### config.mk
export PLATFORM = sky130hd
export DESIGN_NAME = alu_ctrl_seq
export DESIGN_NICKNAME = d
export VERILOG_FILES = /design/src/rtl/alu_ctrl_seq.sv
export SDC_FILE = /design/constraint.sdc
export NUM_CORES = 1
export LEC_CHECK = 0
export BUFFER_PORTS_ARGS = -buffer_cell sky130_fd_sc_hd__buf_2
export CORE_MARGIN = 4
export CORE_UTILIZATION = 41
export DETAILED_ROUTE_END_ITERATION = 6
export GPL_ROUTABILITY_DRIVEN = 1
export PLACE_DENSITY = 0.78
export REMOVE_ABC_BUFFERS = 1
export SLEW_MARGIN = 20
export SYNTH_ARGS = -nofsm -noshare
export SYNTH_HDL_FRONTEND = slang
export SYNTH_SLANG_ARGS = --single-unit
### constraint.sdc
create_clock -name clk -period 1.8 [get_ports clk]
set_input_delay 0.36 -clock clk [delete_from_list [all_inputs] [get_ports clk]]
set_output_delay 0.36 -clock clk [all_outputs]
set_load 0.01 [all_outputs]
### src/rtl/alu_ctrl_seq.sv
// Registered ALU control decoder: holds decoded code for HOLD_CYC cycles under start/busy/done; stall freezes the hold.
// Latency: code valid the cycle after start is accepted. Optional illegal-qualifier flag under ALU_CTRL_ILLEGAL_CHK_EN.
module alu_ctrl_seq #(
  parameter int unsigned          CTRL_W   = 4,
  parameter logic [CTRL_W-1:0]    MOV_CODE = CTRL_W'(0),
  parameter logic [CTRL_W-1:0]    ADD_CODE = CTRL_W'(1),
  parameter logic [CTRL_W-1:0]    SUB_CODE = CTRL_W'(2),
  parameter int unsigned          HOLD_CYC = 1
) (
  input  logic              clk,
  input  logic              rst,
  input  logic              start,
  input  logic [CTRL_W-1:0] ctrl_in,
  input  logic              internal_mov_n,
  input  logic              address_mode_n,
  input  logic              internal_inc_dec_n,
  input  logic              internal_dec_n,
  input  logic              stall,
  output logic [CTRL_W-1:0] ctrl_out,
  output logic              const_one,
  output logic [1:0]        op_class,
  output logic              busy,
`ifdef ALU_CTRL_ILLEGAL_CHK_EN
  output logic              illegal,
`endif
  output logic              done
);

  typedef enum logic [0:0] {IDLE, ACTIVE} state_t;

  localparam logic [3:0] RELOAD = 4'(HOLD_CYC - 1);

  state_t            state_q, state_d;
  logic [3:0]        cnt_q, cnt_d;
  logic [CTRL_W-1:0] ctrl_q, ctrl_d;
  logic              const_one_q, const_one_d;
  logic [1:0]        op_class_q, op_class_d;
  logic [CTRL_W-1:0] dec_code;
  logic              dec_one;
  logic [1:0]        dec_class;
  logic              accept;
  logic              done_c;

  // Priority decode; address mode only matters for normal-class operations.
  always_comb begin
    dec_code  = ctrl_in;
    dec_one   = 1'b0;
    dec_class = 2'd0;
    if (!internal_mov_n) begin
      if (internal_inc_dec_n) begin
        dec_code  = MOV_CODE;
        dec_class = 2'd1;
      end else if (internal_dec_n) begin
        dec_code  = ADD_CODE;
        dec_one   = 1'b1;
        dec_class = 2'd2;
      end else begin
        dec_code  = SUB_CODE;
        dec_one   = 1'b1;
        dec_class = 2'd3;
      end
    end else if (!address_mode_n) begin
      dec_code = ADD_CODE;
    end
  end

  always_comb begin
    state_d     = state_q;
    cnt_d       = cnt_q;
    ctrl_d      = ctrl_q;
    const_one_d = const_one_q;
    op_class_d  = op_class_q;
    accept      = 1'b0;
    done_c      = 1'b0;
    case (state_q)
      IDLE: begin
        if (start) accept = 1'b1;
      end
      ACTIVE: begin
        if (!stall) begin
          if (cnt_q == 4'd0) begin
            done_c = 1'b1;
            if (start) accept = 1'b1;
            else       state_d = IDLE;
          end else begin
            cnt_d = cnt_q - 4'd1;
          end
        end
      end
      default: state_d = IDLE;
    endcase
    if (accept) begin
      state_d     = ACTIVE;
      cnt_d       = RELOAD;
      ctrl_d      = dec_code;
      const_one_d = dec_one;
      op_class_d  = dec_class;
    end
  end

  always_ff @(posedge clk) begin
    if (rst) begin
      state_q     <= IDLE;
      cnt_q       <= 4'd0;
      ctrl_q      <= '0;
      const_one_q <= 1'b0;
      op_class_q  <= 2'd0;
    end else begin
      state_q     <= state_d;
      cnt_q       <= cnt_d;
      ctrl_q      <= ctrl_d;
      const_one_q <= const_one_d;
      op_class_q  <= op_class_d;
    end
  end

`ifdef ALU_CTRL_ILLEGAL_CHK_EN
  logic illegal_q, illegal_d;
  logic illegal_in;

  assign illegal_in = (internal_mov_n && (!internal_inc_dec_n || !internal_dec_n)) ||
                      (internal_inc_dec_n && !internal_dec_n);

  always_comb begin
    illegal_d = illegal_q;
    if (accept) illegal_d = illegal_in;
  end

  always_ff @(posedge clk) begin
    if (rst) illegal_q <= 1'b0;
    else     illegal_q <= illegal_d;
  end

  assign illegal = illegal_q;
`endif

  // An aborting reset suppresses the completion pulse.
  assign done      = done_c && !rst;
  assign busy      = (state_q == ACTIVE);
  assign ctrl_out  = ctrl_q;
  assign const_one = const_one_q;
  assign op_class  = op_class_q;

endmodule

==> run_results.csv <==
group,metric,value,unit
cts,cts_buffer_depth,2,
logic_synthesis,yosys_warnings,0,
die,floorplan.rows,13,
sta,fin_crit_sh,96.4,%
logic_synthesis,ys_ff_latch,11,
die,fp.dieH,45.1,µm
final_layout,nets,100,
logic_synthesis,synth.avg_cell_area,9.27,µm²
critical_path,start_kind,"flip-flop",
logic_synthesis,async_flop_share,0,%
sta,finClkSkew,2.42,ps
outcome,outcome,"completed",
critical_path,criticalPathCategory,"flip-flop to primary output",
critical_path,rr_worst_depth,6,
hold_path,hold_depth,3,
die,dieArea,0.00204,mm²
critical_path,crit_chain,"inv_1 -> ha_2 -> nor3b_4 -> nor3b_2 -> buf_2",
cts,h-tree-depth,1,
critical_path,crit_path_max_fanout,4,
global_route,grt_usage,13.5,%
placement,gp_congestion,0.688,
critical_path,cpPeakStageDelay,320,ps
placement,hpwl,962,µm
drt,dr.pass1.iters,4,
die,core-area,0.00130,mm²
power,max-vdd-ir-drop,475,µV
logic_synthesis,yosysSeqAreaShare,38.9,%
placement,port-buffer-count,20,
placement,place_area,681,µm²
drt,wl,1370,µm
final_layout,n_antenna_cell,0,
drt,drcViolationCount,0,
sta,fmax,576,MHz
global_route,grt_pass1_wl,2100,µm
cts,cts_tree,"built",
sta,fin_crit,1740,ps
power,p_leak,0.343,nW
drt,vias_per_cell,5.69,
logic_synthesis,synth_cells,61,
sta,drv_slew,0,
final_layout,drive_gt1_share,37.2,%
final_layout,final_common_cell,"buf_2",
logic_synthesis,synth_ff_type,"dfxtp_1",
critical_path,critPathArrivalTime,1380,ps
critical_path,slowest_stage,"dfxtp_1",
global_route,grt_pass1_vias,496,
power,total_power,0.000501,W
logic_synthesis,synth_edf_count,0,
cts,clkLatencyLatePin,260,ps
final_layout,syn2layout_area_growth,31.2,%
global_route,grt_max_degree,11,
flow_run,drv_cap,0,
critical_path,cp.required,1440,ps
logic_synthesis,syn-cell-area,566,µm²
cts,clk_pin_slew_worst_paths,70,ps
hold_path,hold_class,"input port to flip-flop",
drt,initialDrtViolationCount,5,
die,die_w,45.1,µm
final_layout,fin_area,742,µm²
logic_synthesis,synthDistinctLibCells,26,
sta,tightest_slew,256,ps
drt,drtAntennaViolNets,0,
global_route,antenna_found_initial,0,
final_layout,nFillCells,134,
global_route,grt.overflow.total,0,
sta,hold_viol,0,
cts,root_buffer,"clkbuf_4",
final_layout,layout_common_cells,"buf_2 (20), dfxtp_1 (10), nand2_1 (6), mux2i_1 (6)",
sta,fin_setup_tns,0,ps
cts,cts_buffers,3,
critical_path,cp-end-kind,"primary output",
drt,post_drt_wl_per_cell,13.6,µm
power,powerDensity,675,mW/mm²
sta,relSlewSlack,82.9,%
sta,finalSetupViolations,0,
die,start_util,43.5,%
cts,clkSinkCount,11,
die,ios,21,
drt,via_count,575,
## what timing repair did
action,CTS,global route
gates resized for setup,2,3
hold buffers,0,0
setup buffers,0,2
pin swaps,0,1
endpoints found under the setup margin,1,1
## worst max-delay path, delay by kind of cell (launching register included)
kind / cells / cell delay (ps)
and+or+nand+nor: 2 / 400
DFF: 1 / 320
buffers and inverters: 2 / 200
adders and majority gates: 1 / 180
## synth_stat cells (2+ instances only)
cell type / n / share of area [%]
or3_1: 4 / 4.4
a211oi_1: 3 / 4.0
mux2i_1: 6 / 11
dfxtp_1: 11 / 39
o21ai_0: 4 / 3.5
inv_1: 2 / 1.3
nor2b_1: 3 / 3.3
nand4_1: 2 / 2.2
nor3_1: 3 / 2.7
nor3b_1: 2 / 2.7
nand2_1: 6 / 4.0
## registers in the layout, indices dropped and copies added, names as in the netlist
register   count
busy           1
op_class       1
ctrl_out       4
const_one      1
cnt_q          4
## final timing paths
kind | slack (ps) | startpoint | endpoint
max | 60 | cnt_q[1]$_SDFFE_PP0P_ | done
min | 350 | start | busy$_SDFF_PP0_
max reg2reg | 110 | cnt_q[1]$_SDFFE_PP0P_ | cnt_q[3]$_SDFFE_PP0P_
min reg2reg | 460 | ctrl_out[0]$_SDFFE_PP0P_ | ctrl_out[0]$_SDFFE_PP0P_
## kinds of logic after synthesis
| family | Yosys count | synth area share [%] |
|---|---|---|
| and+or+nand+nor | 26 | 27.2 |
| muxes | 7 | 12.6 |
| buffers and inverters | 5 | 3.98 |
| adders and majority gates | 1 | 2.21 |
| DFF | 11 | 38.9 |
| AOI/OAI and AO/OA | 11 | 15.0 |
## area by class of cell
type | instances | area (µm²) | share of cell area, %
Multi-Input combinational cell | 45 | 342 | 46.0
Timing Repair Buffer | 23 | 123 | 16.5
Clock buffer | 4 | 26.3 | 3.54
Tap cell | 15 | 18.8 | 2.53
Sequential cell | 11 | 221 | 29.8
Inverter | 3 | 11.3 | 1.52
## power by group
part	total, W	internal, W	switching (W)
clock	0.000171	0.0000856	0.0000855
combinational	0.0000731	0.0000343	0.0000388
sequential	0.000256	0.000251	0.00000567
total	0.000501	0.000371	0.000130
## layer usage
| layer | wire [µm] | global-route usage, % | up-vias |
|---|---|---|---|
| met5 | 0 | 0 | - |
| met2 | 704 | 23.2 | 25 |
| met3 | 88 | 2.79 | 2 |
| met4 | 5 | 1.75 | 0 |
| met1 | 571 | 17.6 | 274 |
| li1 | - | - | 274 |
## through the flow
step	worst slack, ps	hold slack (ps)	util, %	cells
6_report	64.8	352	57.0	101
5_1_grt	-23.0	384	57.0	101
4_1_cts	2.30	348	55.2	99
3_5_place_dp	111	457	52.3	95
3_3_place_gp	123	443	52.3	95
2_1_floorplan	138	432	-	59
Note: power is estimated with default switching activity, not from simulation.
